[src/rtl/intc_prio_seq_if.sv]
// Signal bundle between peripheral request sources, the priority sequencer and the CPU.
// The sequencer drives the slave side. fsm_state exposes the controller state for debug.
interface intc_prio_seq_if #(
    parameter int NCH  = 9,
    parameter int NBUS = 3,
    parameter int CW   = 4
);
    logic [NBUS*NCH-1:0] req;
    logic [NCH-1:0]      en;
    logic                mask_wr;
    logic [NCH-1:0]      mask_data;
    logic                ack;

    logic [NBUS-1:0]     bus_req;
    logic                irq_valid;
    logic [1:0]          irq_bus;
    logic [CW-1:0]       irq_chan;
    logic [NBUS*NCH-1:0] pend;
    logic [1:0]          fsm_state;

    // Handshake: irq_valid is "valid" and ack is "ready". A transfer happens on a rising
    // CK edge where both are high. While irq_valid is high, irq_bus/irq_chan do not change
    // and irq_valid is not withdrawn. ack has no effect while irq_valid is low.
    modport master (
        output req, en, mask_wr, mask_data, ack,
        input  bus_req, irq_valid, irq_bus, irq_chan, pend, fsm_state
    );

    modport slave (
        input  req, en, mask_wr, mask_data, ack,
        output bus_req, irq_valid, irq_bus, irq_chan, pend, fsm_state
    );
endinterface

[src/rtl/intc_prio_seq.sv]
// Clocked priority interrupt sequencer: sticky pending bits across NBUS prioritised buses.
// It presents one (bus, channel) winner at a time and holds it until that winner is acknowledged.
module intc_prio_seq #(
    parameter int NCH     = 9,
    parameter int NBUS    = 3,
    parameter int CW      = 4,
    parameter int RR_MODE = 0
) (
    input logic             CK,
    input logic             RST_N,
    intc_prio_seq_if.slave  irq_if
);

    typedef enum logic [1:0] {
        IDLE    = 2'd0,
        PRESENT = 2'd1,
        GAP     = 2'd2
    } state_t;

    state_t                state_q, state_d;
    logic [NBUS*NCH-1:0]   pend_q;
    logic [NBUS*NCH-1:0]   clr;
    logic [NBUS*NCH-1:0]   elig;
    logic [NCH-1:0]        mask_q;
    logic [NBUS-1:0]       bus_req_q;
    logic [NBUS-1:0]       bus_any;
    logic [CW-1:0]         rr_ptr_q [NBUS];
    logic [1:0]            irq_bus_q, irq_bus_d;
    logic [CW-1:0]         irq_chan_q, irq_chan_d;
    logic                  win_found;
    logic [1:0]            win_bus;
    logic [CW-1:0]         win_chan;
    logic                  accept;

    // With round-robin, channels above ptr rank before those at or below it.
    // The lowest index wins inside each group.
    function automatic logic [CW-1:0] pick_chan(input logic [NCH-1:0] row,
                                                input logic [CW-1:0]  ptr);
        logic [CW-1:0] sel;
        sel = '0;
        if (RR_MODE != 0) begin
            for (int c = NCH - 1; c >= 0; c--) begin
                if (row[c] && (CW'(c) <= ptr)) sel = CW'(c);
            end
            for (int c = NCH - 1; c >= 0; c--) begin
                if (row[c] && (CW'(c) > ptr)) sel = CW'(c);
            end
        end else begin
            for (int c = NCH - 1; c >= 0; c--) begin
                if (row[c]) sel = CW'(c);
            end
        end
        return sel;
    endfunction

    always_comb begin
        elig    = '0;
        bus_any = '0;
        for (int b = 0; b < NBUS; b++) begin
            elig[b*NCH +: NCH] = pend_q[b*NCH +: NCH] & irq_if.en & ~mask_q;
            bus_any[b]         = |elig[b*NCH +: NCH];
        end
    end

    // Scanning from the lowest-priority bus upward lets bus 0 overwrite everything else.
    always_comb begin
        win_found = 1'b0;
        win_bus   = '0;
        win_chan  = '0;
        for (int b = NBUS - 1; b >= 0; b--) begin
            if (bus_any[b]) begin
                win_found = 1'b1;
                win_bus   = 2'(b);
                win_chan  = pick_chan(elig[b*NCH +: NCH], rr_ptr_q[b]);
            end
        end
    end

    assign accept = (state_q == PRESENT) && irq_if.ack;

    always_comb begin
        clr = '0;
        for (int i = 0; i < NBUS*NCH; i++) begin
            clr[i] = accept && (irq_bus_q == 2'(i / NCH)) && (irq_chan_q == CW'(i % NCH));
        end
    end

    always_comb begin
        state_d    = state_q;
        irq_bus_d  = irq_bus_q;
        irq_chan_d = irq_chan_q;
        case (state_q)
            IDLE: begin
                if (win_found) begin
                    state_d    = PRESENT;
                    irq_bus_d  = win_bus;
                    irq_chan_d = win_chan;
                end
            end
            PRESENT: begin
                if (irq_if.ack) state_d = GAP;
            end
            GAP:     state_d = IDLE;
            default: state_d = IDLE;
        endcase
    end

    always_ff @(posedge CK or negedge RST_N) begin
        if (!RST_N) begin
            state_q    <= IDLE;
            pend_q     <= '0;
            mask_q     <= '0;
            bus_req_q  <= '0;
            irq_bus_q  <= '0;
            irq_chan_q <= '0;
            for (int b = 0; b < NBUS; b++) rr_ptr_q[b] <= '0;
        end else begin
            state_q    <= state_d;
            irq_bus_q  <= irq_bus_d;
            irq_chan_q <= irq_chan_d;
            // A request on the bit being acknowledged wins, so that entry arms again.
            pend_q     <= (pend_q & ~clr) | irq_if.req;
            bus_req_q  <= bus_any;
            if (irq_if.mask_wr) mask_q <= irq_if.mask_data;
            for (int b = 0; b < NBUS; b++) begin
                if (accept && (irq_bus_q == 2'(b))) rr_ptr_q[b] <= irq_chan_q;
            end
        end
    end

    assign irq_if.bus_req   = bus_req_q;
    assign irq_if.irq_valid = (state_q == PRESENT);
    assign irq_if.irq_bus   = irq_bus_q;
    assign irq_if.irq_chan  = irq_chan_q;
    assign irq_if.pend      = pend_q;
    assign irq_if.fsm_state = state_q;

endmodule

[src/flat_wrapper.sv]
// flat-port wrapper written by rule: the top's interface ports become plain ports
module intc_prio_seq_flat 
#(
    parameter int NCH     = 9,
    parameter int NBUS    = 3,
    parameter int CW      = 4,
    parameter int RR_MODE = 0
)
  (CK, RST_N, irq_if_req, irq_if_en, irq_if_mask_wr, irq_if_mask_data, irq_if_ack, irq_if_bus_req, irq_if_irq_valid, irq_if_irq_bus, irq_if_irq_chan, irq_if_pend, irq_if_fsm_state);
  intc_prio_seq_if #(.NCH(NCH), .NBUS(NBUS), .CW(CW)) irq_if_i ();
  input logic CK;
  input logic RST_N;
  input wire logic [$bits(irq_if_i.req)-1:0] irq_if_req;
  input wire logic [$bits(irq_if_i.en)-1:0] irq_if_en;
  input wire logic [$bits(irq_if_i.mask_wr)-1:0] irq_if_mask_wr;
  input wire logic [$bits(irq_if_i.mask_data)-1:0] irq_if_mask_data;
  input wire logic [$bits(irq_if_i.ack)-1:0] irq_if_ack;
  output wire logic [$bits(irq_if_i.bus_req)-1:0] irq_if_bus_req;
  output wire logic [$bits(irq_if_i.irq_valid)-1:0] irq_if_irq_valid;
  output wire logic [$bits(irq_if_i.irq_bus)-1:0] irq_if_irq_bus;
  output wire logic [$bits(irq_if_i.irq_chan)-1:0] irq_if_irq_chan;
  output wire logic [$bits(irq_if_i.pend)-1:0] irq_if_pend;
  output wire logic [$bits(irq_if_i.fsm_state)-1:0] irq_if_fsm_state;
  assign irq_if_i.req = irq_if_req;
  assign irq_if_i.en = irq_if_en;
  assign irq_if_i.mask_wr = irq_if_mask_wr;
  assign irq_if_i.mask_data = irq_if_mask_data;
  assign irq_if_i.ack = irq_if_ack;
  assign irq_if_bus_req = irq_if_i.bus_req;
  assign irq_if_irq_valid = irq_if_i.irq_valid;
  assign irq_if_irq_bus = irq_if_i.irq_bus;
  assign irq_if_irq_chan = irq_if_i.irq_chan;
  assign irq_if_pend = irq_if_i.pend;
  assign irq_if_fsm_state = irq_if_i.fsm_state;
  intc_prio_seq #(.NCH(NCH), .NBUS(NBUS), .CW(CW), .RR_MODE(RR_MODE)) u_core (.CK(CK), .RST_N(RST_N), .irq_if(irq_if_i));
endmodule
[config.mk]
export PLATFORM = sky130hd
export DESIGN_NAME = intc_prio_seq_flat
export DESIGN_NICKNAME = d
export VERILOG_FILES = /design/src/rtl/intc_prio_seq_if.sv /design/src/rtl/intc_prio_seq.sv /design/src/flat_wrapper.sv
export SDC_FILE = /design/constraint.sdc
export NUM_CORES = 1
export LEC_CHECK = 0
export CELL_PAD_IN_SITES_DETAIL_PLACEMENT = 1
export CELL_PAD_IN_SITES_GLOBAL_PLACEMENT = 2
export CORE_UTILIZATION = 26
export DETAILED_ROUTE_END_ITERATION = 8
export GPL_TIMING_DRIVEN = 0
export PLACE_DENSITY = 0.88
export SYNTH_ARGS = -nofsm -noshare
export SYNTH_HDL_FRONTEND = slang
export SYNTH_SLANG_ARGS = --single-unit
[constraint.sdc]
create_clock -name CK -period 2.5 [get_ports CK]
set_clock_uncertainty 0.1 [all_clocks]
set_input_delay 0.625 -clock CK [delete_from_list [all_inputs] [get_ports CK]]
set_output_delay 0.625 -clock CK [all_outputs]
set_load 0.01 [all_outputs]
# Word-level counts from Yosys, hierarchy flattened

Cells that the tools add are included.

Equal/unequal tests: 13
Muxes and demuxes: 39
Bitwise logic cells: 10
Reductions and logical operators: 39

Operators by type and width:

| kind               | number |
|---|---|
| $mux 4             | 30 |
| $and 9x9->9        | 6 |
| $logic_and 1x1->1  | 31 |
| $and 27x27->27     | 1 |
| $not 27->27        | 1 |
| $or 27x27->27      | 1 |
| $reduce_or 9->1    | 3 |
| $eq 4x3->1 const B | 4 |
| $mux 2             | 5 |
| $not 9->9          | 1 |
| $eq 4x2->1 const B | 2 |
| $eq 2x1->1 const B | 2 |
| $eq 4x1->1 const B | 1 |
| $eq 4x4->1 const B | 1 |
| $logic_not 2->1    | 2 |
| $logic_not 4->1    | 1 |
| $pmux 2 s2         | 1 |
| $reduce_and 2->1   | 2 |
| $mux 1             | 3 |
| $eq 2x2->1 const B | 1 |
| $ne 2x1->1 const B | 1 |
| $ne 2x2->1 const B | 1 |

Register bits: 47
Input bits: 49
Output and inout port bits: 39

# Longest topological paths before layout

Gate-level depths: netlist of the first run.

Depth after elaboration: 14
Mapped depth: 8
Gate-level depth less buffers: 7

# Worst setup path before layout of the first run

Ideal clock, no wire load.

Path type: input to register
Start point: input irq_if_en[8]
End point: register u_core.irq_chan_q[0], in the netlist u_core.irq_if.irq_chan[0]
Arrival: 2.003 ns
Setup slack: 0.261 ns
Stages: 6
Cell sequence: nor2b_1 > and2_1 > or4_4 > buf_6 > o31ai_4 > o31ai_1

RTL lines:

| item                              | line                 | source |
|---|---|---|
| start, declared                   | flat_wrapper.sv:14   | `input wire logic [$bits(irq_if_i.en)-1:0] irq_if_en;` |
| $and 9x9->9 (*) (2 in series)     | intc_prio_seq.sv:60  | `elig[b*NCH +: NCH] = pend_q[b*NCH +: NCH] & irq_if.en & ~mask_q;` |
| $reduce_or 9->1 (*)               | intc_prio_seq.sv:61  | `bus_any[b] = \|elig[b*NCH +: NCH];` |
| named net u_core.bus_any[1]       | intc_prio_seq.sv:26  | `logic [NBUS-1:0] bus_any;` |
| $mux 1 (2 in series)              | intc_prio_seq.sv:71  | `if (bus_any[b]) begin` |
| $reduce_and 2->1 (no source line) | --                   |  |
| end signal, assigned              | intc_prio_seq.sv:120 | `irq_chan_q <= irq_chan_d;` |
| end, declared                     | intc_prio_seq.sv:29  | `logic [CW-1:0] irq_chan_q, irq_chan_d;` |

Mark *: on every way through the listed nets, which the timed path passes. The rest lies on a longest branch.
A chain may end at the register's enable or synchronous reset.

# Worst setup path after layout of the first run

Start point: input irq_if_en[3]
End point: register u_core.irq_chan_q[0], in the netlist u_core.irq_if.irq_chan[0]

RTL lines:

| item                              | line |
|---|---|
| $and 9x9->9 (*) (2 in series)     | intc_prio_seq.sv:60 |
| $reduce_or 9->1 (*)               | intc_prio_seq.sv:61 |
| named net u_core.bus_any[0]       | intc_prio_seq.sv:26 |
| $mux 1                            | intc_prio_seq.sv:71 |
| $reduce_and 2->1 (no source line) | -- |

Marked as above.

==> metrics, run 1 <==
Critical Path Max Stage Delay 520 ps; Cell Chain, Critical Path clkdlybuf4s50_1 -> nand3b_1 -> and4_2 -> and3_1 -> clkbuf_4 -> inv_2 -> o31ai_4 -> buf_6 -> o31ai_1; 1st-iter DRT viols 73; final WL 7.45 mm; Net Sw Power 0.783 mW; MaxCap Viol Count 0; Max Clock Freq 413 MHz; Power per Cell Area 633 nW/um^2; Post-DRT Antenna Nets 0; Synth cell types 43; Rows 34; Core Area 8720 sq um; Clock Tree Buf Depth 2; placed insts 421; Synth Area in Compound Gates 18.6%; Clk pin slew, worst setup/hold paths 90 ps; post-synthesis mux area share 3.84%; type of origin of the critical path input pin; sequential-to-total area share from yosys stat 50.1%; worst r2r dst u_core.irq_if.pend[23]; fin crit share 96.9%; Post-Syn Nets 275; largest family of logic cells by synthesized area simple AND/OR/NAND/NOR gates; CTS tree built; post-synth top area share 50.1%; Register-to-Register Setup Slack 410 ps; worst-case reg-to-reg path depth 6; Switching Share 34.6%; Clock Latency Late Sink 300 ps; Synth Flop Type dfrtp_1; Post-DP HPWL 5.79 mm; Synth Area in Simple Gates 25.5%; Critical Path AT 2530 ps; Ys Warns 0; crit path time final 2420 ps; Comb pwr share 36.3%; Min Hold Slack 216 ps; WS Path Type in -> reg; Post-Synthesis Cells 226; First-pass DRT Iterations 4; RePlAce Congestion 0.804; DIE AREA 9420 sq um; largest net degree at the start of global routing 25; CP required 2610 ps; vias in the first global route 2334; H-tree levels 2; Layout area overhead 52.2%; XOR/XNOR Fraction of Synth Area 0%; HP Class in -> async; Fill cells 966; I/O pin cnt 88; CP top delay family buffers and inverters; DRC errors left 0; Slowest cell on crit path clkdlybuf4s50_1; drt wl/cell 17.1 microns; antenna cells 0; Final #Nets 377; Port Buffers 86; initial antenna violation count 0; layout cell share with drive strength beyond 1 13.7%; clock network power share 21.3%; Initial Util 26.9%; fin cells 436; Worst setup EP type flop; crit path max fanout 7; Die Wd 97.0 microns; Synth Area in Adders 0%; Die Ht 97.0 microns; Synth Area per Inst 10.4 sq um; Synth area leaders dfrtp_1, a21o_1, nand2_1, nand3b_1, mux2_2; Vias 2200; post-synth top area cell dfrtp_1; total CTS buffers 5; global-route wire length before repair 12.3 mm; clock sinks 47; CTS root buffer clkbuf_8; vias per cell 5.05; crit path buf inv count 4; Slew HR 35.9%; Synth Register Bits 47; internal power 1.48 mW; Pleak 1.36 nW; Seq pwr share 42.4%; number of synthesized flops with an enable pin 0; run status finished clean; FFs w/ async S/R, synth 100%; VDD IR max 0.197 mV; Worst-Margin Slew 957 ps; reg-to-reg startpoint u_core.irq_if.fsm_state[1]; final hold vios 0; Max Slew Vio Count 0; total grt overflow 0; Post-Syn Area 2350 sq um; Final setup viols 0; Total GRT Usage 16.4%; Util after Layout 41.0%
==> cell type report <==
type	count	area [sq um]	share of cell area, %
Multi-Input combinational cell	169	1180	33.1
Sequential cell	47	1180	32.9
Timing Repair Buffer	95	942	26.4
Tap cell	108	135	3.78
Clock buffer	6	82.6	2.31
Inverter	7	26.3	0.735
Buffer	3	22.5	0.630
Clock inverter	1	5.00	0.140
==> layer usage <==
layer  track usage [%]  vias up  part of all wire, %
met4              2.87        0                 0.71
li1                  -     1035                    -
met5                 0        -                    0
met2              28.3       58                   50
met1              21.6     1102                   45
met3              3.18        5                  3.7
==> registers in the layout, summed over array words and instances, names as in the netlist <==
signal                   flops
u_core.irq_if.bus_req        3
u_core.irq_if.fsm_state      2
u_core.irq_if.irq_bus        2
u_core.irq_if.irq_chan       4
u_core.irq_if.pend          27
u_core.mask_q                9
==> cell usage in the layout (no fill, tap or decap), types with 3 or more instances in the layout <==
cell             count
clkdlybuf4s50_1     81
dfrtp_1             47
nand2_1             41
a21o_1              28
nand3b_1            19
mux2_2               8
buf_4                7
inv_1                6
clkbuf_8             6
nand2b_1             5
nor2_1               5
a31oi_1              5
nor3_1               4
nand3_1              4
a21oi_1              4
o211ai_1             3
o21ai_0              3
==> worst register-to-register path, delay by kind of cell, from the launching register on <==
family                 cells  cell delay, ps
AO/OA/AOI/OAI              1             220
AND/OR/NAND/NOR            4            1190
flip-flops                 1             400
buffers and inverters      1              80
==> timing repair <==
| action | 4_1_cts | 5_1_grt |
|---|---|---|
| buffers inserted | 5 | 3 |
| hold buffers | 0 | 0 |
| endpoints found under the setup margin | 4 | 4 |
| pin swaps | 4 | 5 |
| gates resized for setup | 8 | 8 |
==> power by group through the flow <==
stage / logic [mW] / clock network, mW / registers (mW)
final: 0.821 / 0.481 / 0.958
after global routing: 0.896 / 0.526 / 0.972
after CTS: 0.818 / 0.490 / 0.956
after detailed placement: 0.773 / 0 / 0.971
after global placement: 0.747 / 0 / 0.962
after floorplan: 0.356 / 0 / 0.970
==> kinds of logic after synthesis <==
group	count (synthesis)
DFF	47
buffers and inverters	10
muxes	8
AOI/OAI and AO/OA	58
and+or+nand+nor	103
==> synthesized netlist by cell type (2+ instances only) <==
cell type / number
a21o_1: 28
a21oi_1: 4
a31oi_1: 5
a41oi_1: 2
and3b_1: 3
and4_1: 3
dfrtp_1: 47
inv_1: 6
mux2_2: 8
nand2_1: 42
nand2b_1: 6
nand3_1: 4
nand3b_1: 19
nand3b_2: 3
nor2_1: 5
nor2b_1: 2
nor3_1: 5
nor3b_1: 3
nor4_1: 2
o211ai_1: 3
o21ai_0: 3
o21ai_1: 2
==> through the flow <==
stage / setup TNS [ps] / worst slack [ps] / instance area (sq um) / power (mW)
after global placement: -50400 / -689 / 3340 / 1.71
after floorplan: 0 / 261 / 2350 / 1.33
after global routing: -2.07 / -2.07 / 3570 / 2.39
final: 0 / 78.5 / 3570 / 2.26
after CTS: 0 / 1.67 / 3520 / 2.26
after detailed placement: -3850 / -386 / 3370 / 1.74
==> worst max-delay path by stage <==
| stage | endpoint | startpoint | slack (ps) | cells after the start |
|---|---|---|---|---|
| 5_1_grt | u_core.irq_if.irq_chan[0] | irq_if_en[3] | -2 | 9 |
| 3_3_place_gp | u_core.irq_if.pend[20] | RST_N | -690 | 1 |
| 6_report | u_core.irq_if.irq_chan[0] | irq_if_en[3] | 80 | 9 |
| 4_1_cts | u_core.irq_if.irq_chan[0] | irq_if_en[1] | 2 | 9 |
| 3_5_place_dp | u_core.irq_if.irq_chan[0] | irq_if_en[5] | -390 | 7 |
| 2_1_floorplan | u_core.irq_if.irq_chan[0] | irq_if_en[8] | 260 | 6 |
Note: power is estimated with default switching activity, not from simulation.
==> run 2, diff against run 1 <==
- CTS_CLUSTER_SIZE: not set -> 30
==> results of run 2 <==
Final layout, timing and power as in run 1 (identical DEF).
==> run 3, diff against run 2 <==
- TNS_END_PERCENT: not set -> 30
==> results of run 3 <==
Final layout, timing and power as in run 1 (identical DEF).
